File: src/rtl/prefix_pkg.sv
// Shared types and constants for the parallel-prefix subtractor pipeline.
// gp_t carries a (generate, propagate) pair through the carry tree.
package prefix_pkg;

    localparam int WIDTH_DEFAULT = 16;
    localparam int LEVELS        = 4;

    typedef struct packed {
        logic g;
        logic p;
    } gp_t;

endpackage

File: src/rtl/gp_combine_cell.sv
// One Kogge-Stone tree node: (G,P)o(G',P') = (G | P&G', P&P').
// i_hi is the more significant span, i_lo the adjacent less significant one.
module gp_combine_cell
    import prefix_pkg::*;
(
    input  gp_t i_hi,
    input  gp_t i_lo,
    output gp_t o_gp
);

    assign o_gp.g = i_hi.g | (i_hi.p & i_lo.g);
    assign o_gp.p = i_hi.p & i_lo.p;

endmodule

File: src/rtl/prefix16_sub_pipe.sv
// Three-stage pipelined a - b using a Kogge-Stone carry tree (levels 1-2
// between S1 and S2, levels 3-4 between S2 and S3) with valid/ready flow control.
module prefix16_sub_pipe
    import prefix_pkg::*;
#(
    parameter int WIDTH = WIDTH_DEFAULT
) (
    input  logic             clk,
    input  logic             rst_n,
    input  logic             in_valid,
    output logic             in_ready,
    input  logic [WIDTH-1:0] a,
    input  logic [WIDTH-1:0] b,
    output logic             out_valid,
    input  logic             out_ready,
    output logic [WIDTH-1:0] diff,
    output logic             borrow,
    output logic             ovf,
    output logic             zero
);

    // Handshake: a transfer happens on a rising edge where valid and ready
    // are both 1. Each stage advances when empty or when its successor
    // advances, so in_ready depends only on valid bits and out_ready.
    logic w_adv1, w_adv2, w_adv3;
    logic r_v1, r_v2, r_v3;

    assign w_adv3    = !r_v3 || out_ready;
    assign w_adv2    = !r_v2 || w_adv3;
    assign w_adv1    = !r_v1 || w_adv2;
    assign in_ready  = w_adv1;
    assign out_valid = r_v3;

    // Preprocessing for a + ~b + 1: the carry-in is folded into bit 0.
    gp_t [WIDTH-1:0] w_pre;
    logic [WIDTH-1:0] w_hp;

    always_comb begin
        for (int i = 0; i < WIDTH; i++) begin
            w_pre[i].g = a[i] & ~b[i];
            w_pre[i].p = a[i] ^ ~b[i];
        end
        w_pre[0].g = a[0] | ~b[0];
        w_pre[0].p = 1'b0;
    end

    assign w_hp = a ^ ~b;

    gp_t [WIDTH-1:0]  r1_gp;
    logic [WIDTH-1:0] r1_hp;
    gp_t [WIDTH-1:0]  r2_gp;
    logic [WIDTH-1:0] r2_hp;
    gp_t [WIDTH-1:0]  w_l1, w_l2, w_l3, w_l4;

    for (genvar i = 0; i < WIDTH; i++) begin : g_tree
        if (i >= 1) begin : g_l1
            gp_combine_cell u_cell (.i_hi(r1_gp[i]), .i_lo(r1_gp[i-1]), .o_gp(w_l1[i]));
        end else begin : g_l1_pass
            assign w_l1[i] = r1_gp[i];
        end

        if (i >= 2) begin : g_l2
            gp_combine_cell u_cell (.i_hi(w_l1[i]), .i_lo(w_l1[i-2]), .o_gp(w_l2[i]));
        end else begin : g_l2_pass
            assign w_l2[i] = w_l1[i];
        end

        if (i >= 4) begin : g_l3
            gp_combine_cell u_cell (.i_hi(r2_gp[i]), .i_lo(r2_gp[i-4]), .o_gp(w_l3[i]));
        end else begin : g_l3_pass
            assign w_l3[i] = r2_gp[i];
        end

        if (i >= 8) begin : g_l4
            gp_combine_cell u_cell (.i_hi(w_l3[i]), .i_lo(w_l3[i-8]), .o_gp(w_l4[i]));
        end else begin : g_l4_pass
            assign w_l4[i] = w_l3[i];
        end
    end

    // After the last level every g is the carry out of bit i; the group P of a
    // full prefix is always 0 because bit 0 has P=0, so it is not needed.
    logic [WIDTH-1:0] w_carry;
    logic             w_unused_p;
    logic [WIDTH-1:0] w_cin;
    logic [WIDTH-1:0] w_diff;

    always_comb begin
        w_unused_p = 1'b0;
        for (int i = 0; i < WIDTH; i++) begin
            w_carry[i] = w_l4[i].g;
            w_unused_p = w_unused_p | w_l4[i].p;
        end
    end

    assign w_cin  = {w_carry[WIDTH-2:0], 1'b1};
    assign w_diff = r2_hp ^ w_cin;

    logic [WIDTH-1:0] r_diff;
    logic             r_borrow, r_ovf, r_zero;

    always_ff @(posedge clk or negedge rst_n) begin
        if (!rst_n) begin
            r_v1     <= 1'b0;
            r_v2     <= 1'b0;
            r_v3     <= 1'b0;
            r1_gp    <= '0;
            r1_hp    <= '0;
            r2_gp    <= '0;
            r2_hp    <= '0;
            r_diff   <= '0;
            r_borrow <= 1'b0;
            r_ovf    <= 1'b0;
            r_zero   <= 1'b0;
        end else begin
            if (w_adv1) r_v1 <= in_valid;
            if (w_adv2) r_v2 <= r_v1;
            if (w_adv3) r_v3 <= r_v2;

            if (w_adv1 && in_valid) begin
                r1_gp <= w_pre;
                r1_hp <= w_hp;
            end
            if (w_adv2 && r_v1) begin
                r2_gp <= w_l2;
                r2_hp <= r1_hp;
            end
            if (w_adv3 && r_v2) begin
                r_diff   <= w_diff;
                r_borrow <= ~w_carry[WIDTH-1];
                r_ovf    <= w_carry[WIDTH-2] ^ w_carry[WIDTH-1];
                r_zero   <= (w_diff == '0);
            end
        end
    end

    assign diff   = r_diff;
    assign borrow = r_borrow;
    assign ovf    = r_ovf;
    assign zero   = r_zero;

endmodule
File: config.mk
export PLATFORM = sky130hd
export DESIGN_NAME = prefix16_sub_pipe
export DESIGN_NICKNAME = d
export VERILOG_FILES = /design/src/rtl/prefix_pkg.sv /design/src/rtl/gp_combine_cell.sv /design/src/rtl/prefix16_sub_pipe.sv
export SDC_FILE = /design/constraint.sdc
export NUM_CORES = 1
export LEC_CHECK = 0
export ABC_AREA = 1
export BUFFER_PORTS_ARGS = -buffer_cell sky130_fd_sc_hd__buf_2
export CAP_MARGIN = 20
export CORE_ASPECT_RATIO = 2
export CORE_MARGIN = 8
export CORE_UTILIZATION = 60
export CTS_BUF_LIST = sky130_fd_sc_hd__clkbuf_16
export CTS_CLUSTER_SIZE = 16
export DETAILED_ROUTE_END_ITERATION = 7
export HOLD_SLACK_MARGIN = 0.03
export PLACE_DENSITY = 0.82
export SETUP_SLACK_MARGIN = 0.3
export SLEW_MARGIN = 20
export SYNTH_ARGS = -nofsm -noshare
export SYNTH_HDL_FRONTEND = slang
export SYNTH_SLANG_ARGS = --single-unit
File: constraint.sdc
create_clock -name clk -period 3.3 [get_ports clk]
set_input_delay 0.495 -clock clk [delete_from_list [all_inputs] [get_ports clk]]
set_output_delay 0.495 -clock clk [all_outputs]
set_load 0.02 [all_outputs]
==> metrics.txt <==
Final Cycle Share 0.527; Crit. End Element register; Initial DRT Pass Iterations 4; NetSw 1540 uW; Core ar. around 7500 sq um; hold slack approximately 0.17 ns; largest net degree at the start of global routing 61; final setup margin 1.56 ns; Register Area approximately 2500 sq um; Max Buffers Root-to-Sink 2; EDFF count, synth 0; H-tree depth 3; Async SR Flop Fraction 1.00; I/O Pins 57; crit-path most repeated cell nand2_2; endpoints failing setup 0; PostCTS Resize Cnt 0; first-pass GRT wire length approximately 16000 microns; CP Data Arrival Time 1.93 ns; sequential element share of the synthesized area 0.537; worst skew pair latency roughly 0.34 ns; Synth cell types 26; antenna viol nets, final 0; TritonCTS Buffers 9; worst slew pin tran ~0.65 ns; Mapped Cells 522; die width 77.7 microns; Iter 0 DRT Violations approximately 300; filler cell count 611; Root Buffer clkbuf_16; Syn Std Cell Area ~4600 sq um; Int Pwr 2570 uW; Clk pin slew, worst setup/hold paths 0.06 ns; min-delay worst type in -> async; Max Freq about 0.57 GHz; PortBufs 56; Worst setup SP type register; Worst EP required 3.49 ns; via/cell ratio about 5.2; Clock Power Share 0.216; number of global-route vias before repair 3469; Final GP Congestion 0.793; Crit Path Max Fanout 59; Cell Chain, Critical Path nand2_2 -> nor2_2 -> inv_2 -> nand2_2 -> buf_4 -> o21ai_0; detailed-route via count between 3k and 4k; pre-CTS setup slack 1.31 ns; DRC Markers 0; die outline height 139 microns; RSZ-0062 raised after global routing false; wire per inst 13.2 microns; layout cell share with drive strength beyond 1 0.140; Final Hold Vio Count 0; Setup TNS 0 ns; buffer count from post-CTS setup fixing 0; CP max stage delay 0.49 ns; Layout Nets between 600 and 700; Placed Instances 659; minimum clock period between 1.5 and 2 ns; Crit Path Category reg -> reg; LEAKAGE approximately 0.0027 uW; CTS hold repair buffers 0; Rel. slew slack 0.568; area delta synth->final 11.9%; Layout Cells excl Fill 673; Die Area about 11000 sq um; total track usage 0.177; Syn Nets ~570; syn_area_per_cell 8.75 sq um; GRT Residual Overflow 0; number of synthesized register bits 98; sequential power share 0.457; multi-input logic area between 1500 and 2000 sq um; top post-synthesis cells by area dfrtp_1, nand2_1, o21ai_0; Setup Skew approximately 0.0056 ns; slowest CP cell buf_4; Cell Pwr Density 803 nW/um^2; post-synth top area cell dfrtp_1; final wirelength around 8900 microns; initial antenna violation count 0; Slew Limit Fails 0; Rows 45; status complete, no violations; power share of the combinational group 0.328; CTS tree done; dpl hpwl about 6600 microns; commonest cells after routing, fill and taps aside nand2_1, dfrtp_1, inv_1, o21ai_0, buf_2; Most used DFF post-synth dfrtp_1; post-synth top area share 0.537; worst vdd ir a little under 400 uV; synth warn 0; Initial Util 0.610; antenna cells 0; Power, Total 4110 uW; clock sink total 98; leading cell type in the layout, fill and taps excluded nand2_1; Max-cap violations 0; switching share of power 0.375
registers in the layout, indices dropped and copies added, names as in the netlist:
register   cells
r_v1           1
r1_gp         17
ovf            1
r1_hp         15
r_v2           1
zero           1
diff          16
borrow         1
out_valid      1
r2_gp         28
r2_hp         16
power groups by stage:
stage | Clock, uW | Combinational (uW) | Sequential [uW]
after floorplan | 0 | 866 | 1970
after global placement | 0 | 1300 | 1880
after detailed placement | 0 | 1350 | 1890
after CTS | 905 | 1360 | 1880
after global routing | 958 | 1560 | 1930
final | 886 | 1350 | 1880
per-stage QoR:
step,instance area [sq um],util
3_3_place_gp,4870,0.650
5_1_grt,5110,0.683
2_1_floorplan,4570,-
3_5_place_dp,4870,0.650
6_report,5110,0.683
4_1_cts,5110,0.683
final cells by class:
class,instances,area share
multi-input combinational,340,0.339
clock inverter,5,0.00367
clock buffer,9,0.0441
inverter,67,0.0492
sequential,98,0.480
timing repair buffer,60,0.0612
tap,94,0.0230
path summary, 6_finish.rpt:
path	from	end	slack [ns]	cells past startpoint
worst max register to register	out_valid	r2_gp[21]	1.56	6
worst max-delay path	out_valid	r2_gp[21]	1.56	6
worst min register to register	diff[10]	diff[10]	0.48	2
worst min-delay path	rst_n	r2_hp[4]	0.17	1
min in group clk	out_ready	out_valid	0.42	4
max in group asynchronous	rst_n	r2_gp[30]	2.35	2
critical path: cells and delay by family (launching register included):
kind / cells / cell delay [ns]
AO/OA/AOI/OAI: 1 / 0.19
buffers and inverters: 2 / 0.54
flip-flops: 1 / 0.35
AND/OR/NAND/NOR: 3 / 0.48
logic make-up (layout without fill, tap and decap cells):
family                     after synthesis  after routing  synth area share
and+or+nand+nor                        203            203             0.181
AOI/OAI and AO/OA                      114            114             0.137
DFF                                     98             98             0.537
buffers and inverters                   84            141            0.0833
adders and majority gates               16             16            0.0438
muxes                                    5              5            0.0148
xor gates and xnor gates                 2              2           0.00384
routing by layer:
| layer | part of all wire | wire length (microns) | GRT usage |
|---|---|---|---|
| met1 | 0.43 | 3870 | 0.216 |
| met2 | 0.48 | 4310 | 0.277 |
| met3 | 0.050 | 446 | 0.0426 |
| met4 | 0.032 | 289 | 0.101 |
| met5 | 0 | 0 | 0 |
cell usage after synthesis, types with 3 or more instances:
library cell,count
a21oi_1,31
a31oi_1,14
buf_2,9
buf_6,4
dfrtp_1,98
ha_1,16
inv_1,65
mux2_4,3
nand2_1,141
nand2_2,3
nand3_1,8
nand3b_1,8
nor2_1,39
o21ai_0,56
o31ai_1,9
o41ai_1,3
Power figures use the tool's default switching activity.
